$ cat src/rtl/decoration_sequencer.sv
// decoration_sequencer: plays a latched 4-slot opcode program, holding each slot
// HOLD_CYCLES clocks and driving the color, sound and effect actuators from it.
module decoration_sequencer #(
    parameter int unsigned HOLD_CYCLES = 4,
    parameter int unsigned CNT_W       = 8,
    parameter bit          LOOP        = 1'b0
) (
    input  logic        clk,
    input  logic        rst,
    input  logic        on_i,
    input  logic        start_i,
    input  logic        stop_i,
    input  logic [15:0] program_i,
    output logic [1:0]  slot_o,
    output logic [3:0]  opcode_o,
    output logic [2:0]  color_led_o,
    output logic        sound_req_o,
    output logic [1:0]  sound_id_o,
    output logic [2:0]  effect_o,
    output logic        busy_o,
    output logic        done_o,
    output logic        err_o
);
    typedef enum logic [1:0] {S_IDLE, S_RUN, S_PAUSE} state_t;

    typedef struct packed {
        logic       illegal;
        logic       clr;
        logic       set_color;
        logic [2:0] color;
        logic       sound;
        logic [1:0] sound_id;
        logic [2:0] effect;
    } dec_t;

    localparam logic [CNT_W-1:0] LAST = CNT_W'(HOLD_CYCLES - 1);

    // Illegal opcodes decode to an all-zero action so the slot acts as a no-op.
    function automatic dec_t decode(input logic [3:0] op);
        dec_t d;
        d = '0;
        d.illegal = (op[1:0] == 2'b11) || (op[3:1] == 3'b001);
        if (!d.illegal) begin
            unique case (op[3:2])
                2'b00: d.clr = op[0];
                2'b01: begin
                    d.set_color = 1'b1;
                    d.color     = 3'b001 << op[1:0];
                end
                2'b10: begin
                    d.sound    = 1'b1;
                    d.sound_id = op[1:0];
                end
                default: d.effect = 3'b001 << op[1:0];
            endcase
        end
        return d;
    endfunction

    state_t           state_q, state_d;
    logic [1:0]       slot_q, slot_d;
    logic [CNT_W-1:0] timer_q, timer_d;
    logic [15:0]      prog_q, prog_d;
    logic [3:0]       opcode_q, opcode_d;
    logic [2:0]       color_q, color_d;
    logic             sound_req_q, sound_req_d;
    logic [1:0]       sound_id_q, sound_id_d;
    logic [2:0]       effect_q, effect_d;
    logic             done_q, done_d;
    logic             err_q, err_d;

    logic             enter;
    logic [3:0]       enter_op;
    logic [1:0]       slot_nx;
    dec_t             dec;
    dec_t             held_dec;

    assign held_dec = decode(opcode_q);

    always_comb begin
        // NOTE: every variable gets a default before any branch so no latch is inferred.
        state_d     = state_q;
        slot_d      = slot_q;
        timer_d     = timer_q;
        prog_d      = prog_q;
        opcode_d    = opcode_q;
        color_d     = color_q;
        sound_req_d = 1'b0;
        sound_id_d  = sound_id_q;
        effect_d    = effect_q;
        done_d      = 1'b0;
        err_d       = err_q;
        enter       = 1'b0;
        enter_op    = 4'h0;
        slot_nx     = slot_q + 2'd1;

        if (state_q != S_IDLE && stop_i) begin
            state_d  = S_IDLE;
            slot_d   = 2'd0;
            opcode_d = 4'h0;
            color_d  = 3'b000;
            effect_d = 3'b000;
        end else begin
            unique case (state_q)
                S_IDLE: begin
                    if (start_i && on_i) begin
                        state_d  = S_RUN;
                        prog_d   = program_i;
                        slot_d   = 2'd0;
                        timer_d  = '0;
                        enter    = 1'b1;
                        enter_op = program_i[3:0];
                    end
                end
                S_RUN: begin
                    if (timer_q == LAST) begin
                        timer_d  = '0;
                        effect_d = 3'b000;
                        if (slot_q == 2'd3) begin
                            done_d = 1'b1;
                            slot_d = 2'd0;
                            if (LOOP) begin
                                enter    = 1'b1;
                                enter_op = prog_q[3:0];
                            end else begin
                                state_d  = S_IDLE;
                                opcode_d = 4'h0;
                            end
                        end else begin
                            slot_d   = slot_nx;
                            enter    = 1'b1;
                            enter_op = prog_q[{slot_nx, 2'b00} +: 4];
                        end
                    end else begin
                        timer_d = timer_q + 1'b1;
                    end
                end
                S_PAUSE: begin
                    if (on_i) begin
                        state_d  = S_RUN;
                        effect_d = held_dec.effect;
                    end
                end
                default: state_d = S_IDLE;
            endcase
        end

        dec = decode(enter_op);
        if (enter) begin
            opcode_d = enter_op;
            effect_d = dec.effect;
            err_d    = err_q | dec.illegal;
            if (dec.clr)       color_d = 3'b000;
            if (dec.set_color) color_d = dec.color;
            if (dec.sound) begin
                sound_req_d = 1'b1;
                sound_id_d  = dec.sound_id;
            end
        end

        // The cycle in which on drops still counts toward the hold time.
        if (state_q == S_RUN && state_d == S_RUN && !on_i) begin
            state_d     = S_PAUSE;
            effect_d    = 3'b000;
            sound_req_d = 1'b0;
        end
    end

    always_ff @(posedge clk) begin
        // NOTE: sequential state uses non-blocking assignments only.
        if (rst) begin
            state_q     <= S_IDLE;
            slot_q      <= 2'd0;
            timer_q     <= '0;
            prog_q      <= 16'h0000;
            opcode_q    <= 4'h0;
            color_q     <= 3'b000;
            sound_req_q <= 1'b0;
            sound_id_q  <= 2'b00;
            effect_q    <= 3'b000;
            done_q      <= 1'b0;
            err_q       <= 1'b0;
        end else begin
            state_q     <= state_d;
            slot_q      <= slot_d;
            timer_q     <= timer_d;
            prog_q      <= prog_d;
            opcode_q    <= opcode_d;
            color_q     <= color_d;
            sound_req_q <= sound_req_d;
            sound_id_q  <= sound_id_d;
            effect_q    <= effect_d;
            done_q      <= done_d;
            err_q       <= err_d;
        end
    end

    assign slot_o      = slot_q;
    assign opcode_o    = opcode_q;
    assign color_led_o = color_q;
    assign sound_req_o = sound_req_q;
    assign sound_id_o  = sound_id_q;
    assign effect_o    = effect_q;
    assign busy_o      = (state_q != S_IDLE);
    assign done_o      = done_q;
    assign err_o       = err_q;

endmodule
$ cat config.mk
export PLATFORM = sky130hd
export DESIGN_NAME = decoration_sequencer
export DESIGN_NICKNAME = d
export VERILOG_FILES = /design/src/rtl/decoration_sequencer.sv
export SDC_FILE = /design/constraint.sdc
export NUM_CORES = 1
export LEC_CHECK = 0
export BUFFER_PORTS_ARGS = -buffer_cell sky130_fd_sc_hd__buf_2
export CORE_AREA = 2 2 65 67
export DETAILED_ROUTE_END_ITERATION = 6
export DIE_AREA = 0 0 67 69
export HOLD_SLACK_MARGIN = 0.02
export PLACE_DENSITY = 0.81
export REMOVE_ABC_BUFFERS = 1
export SLEW_MARGIN = 20
export SYNTH_ARGS = -nofsm -noshare
export SYNTH_HDL_FRONTEND = slang
export SYNTH_SLANG_ARGS = --single-unit
$ cat constraint.sdc
create_clock -name clk -period 4.5 [get_ports clk]
set_input_delay 0.45 -clock clk [delete_from_list [all_inputs] [get_ports clk]]
set_output_delay 0.45 -clock clk [all_outputs]
set_load 0.02 [all_outputs]
==> results.json <==
{
  "met3_usage_pct": 4.40,
  "synth_most_common_cell": "dfxtp_1",
  "leakagePower_nw": 0.972,
  "cts_buffers": 5,
  "ant_nets": 0,
  "ys_async_sr_fraction_pct": 0,
  "grt_start_max_net_pins": 33,
  "outcome": "finished, final reports clean",
  "grt_overflow_total": 0,
  "routed-via-count": 1995,
  "worstPathMaxFanout": 24,
  "floorplan.core_area_um2": 3910,
  "grt.met2_usage_pct": 38.6,
  "drc_errors": 0,
  "yosys.area.top_type_share_pct": 38.5,
  "cts_setup_buffers": 0,
  "yosys_most_used_dff": "dfxtp_1",
  "cts_resized": 0,
  "yosysTopAreaCell": "dfxtp_1",
  "skew_ns": 0.00855,
  "gp_congestion": 0.917,
  "cts_tree": "built",
  "nets": 321,
  "cp-start-kind": "flip-flop",
  "antenna_found_initial": 0,
  "setup_viol": 0,
  "grtUsageMet1_pct": 29.0,
  "worstPathRequired_ns": 4.70,
  "numPortBuffers": 38,
  "ys_top_cells_by_count": "dfxtp_1, nand2_1, a21oi_1",
  "drive_gt1_share_pct": 21.1,
  "synth_area_leaders": "dfxtp_1, a21oi_1, nand2_1, mux4_2, ha_1",
  "tightest_slew_ns": 0.843,
  "track_usage_pct": 23.3,
  "ys_seq_elements": 43,
  "hold_buffers": 0,
  "tns_ns": 0,
  "max_freq_mhz": 369,
  "clk_pin_slew_ns": 0.08,
  "clockBufferDepth": 2,
  "wl_mm": 5.00,
  "cts_sinks": 43,
  "fin_crit_ns": 2.71,
  "chipHeight_um": 69,
  "pwr_density_cell_nw_per_um2": 310,
  "synth_edf_count": 0,
  "yosysWarnings": 0,
  "max-cap-violations": 0,
  "slew_headroom_pct": 43.8,
  "syn_inst": 261,
  "drt_first_iter_violations": 80,
  "period_share_pct": 60.2,
  "design.portCount": 39,
  "hold_viol_final": 0,
  "report.final.slew_viol_count": 0,
  "avgSynthCellArea_um2": 8.57,
  "synthDistinctLibCells": 56,
  "h-tree-depth": 2,
  "die_area_um2": 4620,
  "grt_pass1_wl_mm": 8.56,
  "busiest_layer": "met2",
  "synth-seq-area-share_pct": 38.5,
  "dieWidth_um": 67,
  "netlist_area_um2": 2240,
  "fin_cells": 344,
  "grt_pass1_vias": 1948,
  "dr.pass1.iters": 4,
  "min_path_type": "in2reg",
  "start_util_pct": 57.2,
  "clk_latency_ns": 0.29,
  "placed_cells": 337,
  "via_per_inst": 5.80,
  "rows": 23,
  "worstSetupPathType": "reg2reg",
  "cts_root_buffer": "clkbuf_8",
  "wl_per_cell_um": 14.5,
  "end_kind": "flip-flop",
  "rsz0062_at_grt": "false",
  "num_antenna_cells": 0,
  "vdd_drop_max_mv": 0.213,
  "cp.arrival_ns": 2.91,
  "dp_hpwl_mm": 3.63,
  "synthToLayoutAreaGrowth_pct": 12.4
}
-- layout make-up --
cell class	count	area [um^2]
Fill cell	377	1400
Multi-Input combinational cell	192	1260
Sequential cell	43	861
Timing Repair Buffer	38	190
Clock buffer	6	82.6
Tap cell	50	62.6
Inverter	14	52.6
Clock inverter	1	5.00
-- kinds of logic after synthesis --
group,share of synthesized area (%)
AND/OR/NAND/NOR,26.3
adder cells (fa/ha/maj),3.36
AO/OA/AOI/OAI,19.4
flip-flops,38.5
multiplexers,5.15
buffers and inverters,5.37
XOR/XNOR,1.96
-- metrics by stage --
stage                     hold slack (ns)  setup slack (ns)  total power, W  utilization, %  instance area, um^2
final                               0.396              1.79        0.000780            64.3                 2510
after global routing                0.394              1.54        0.000817            64.3                 2510
after CTS                           0.390              1.82        0.000785            64.1                 2510
after detailed placement            0.435              1.84        0.000542            61.9                 2420
after global placement              0.432              1.95        0.000540            61.9                 2420
after floorplan                     0.427              2.26        0.000499               -                 2170
-- power breakdown --
part	switching [W]	internal (W)	total, W
Sequential	0.0000110	0.000397	0.000408
Clock	0.000126	0.000121	0.000246
Combinational	0.0000808	0.0000457	0.000127
-- placed cells by master (no fill, tap or decap), types with 2 or more instances in the layout --
cell type	instances
nand2b_1	3
a21o_1	2
or3_1	2
nand3_1	7
and3_1	3
nand4_2	2
a221oi_1	3
dfxtp_1	43
a31oi_1	2
nor3b_1	4
buf_2	38
nor3_1	7
xnor2_1	2
nand2_1	40
nor2b_1	2
o21ai_0	5
and2_1	3
nor2_1	16
mux4_2	4
o31ai_1	3
clkbuf_8	6
ha_1	6
inv_1	14
o311ai_0	4
a21oi_1	33
xor2_1	3
nand4_1	7
o2111ai_1	2
o21a_1	2
-- state kept, by name (all words and copies together), names as in the netlist --
| signal | flops |
|---|---|
| color_led_o | 3 |
| err_o | 1 |
| opcode_o | 4 |
| sound_id_o | 2 |
| prog_q | 16 |
| slot_o | 2 |
| state_q | 2 |
| sound_req_o | 1 |
| timer_q | 8 |
| effect_o | 3 |
| done_o | 1 |
-- worst max-delay path, stage by stage (launching register included) --
cell and delay [ns]:
dfxtp_1 0.35, inv_1 0.11, ha_1 0.30, and3_1 0.75, nand2_1 0.34, a21oi_4 0.34
nand4_1 0.13, a221oi_1 0.28
-- per-layer routing --
metal,share of wire [%],vias up
met4,1.8,0
met2,50,46
met1,44,933
met5,0,-
met3,4.4,10
li1,-,1006
-- final timing paths --
path,from,to,slack (ns),cells after the start
max,state_q[1]$_SDFF_PP0_,effect_o[1]$_SDFFE_PP0P_,1.79,7
min,program_i[12],prog_q[12]$_SDFFE_PP0P_,0.40,3
max reg2reg,state_q[1]$_SDFF_PP0_,effect_o[1]$_SDFFE_PP0P_,1.79,7
min reg2reg,err_o$_SDFFE_PP0N_,err_o$_SDFFE_PP0N_,0.44,2
Power figures use the tool's default switching activity.
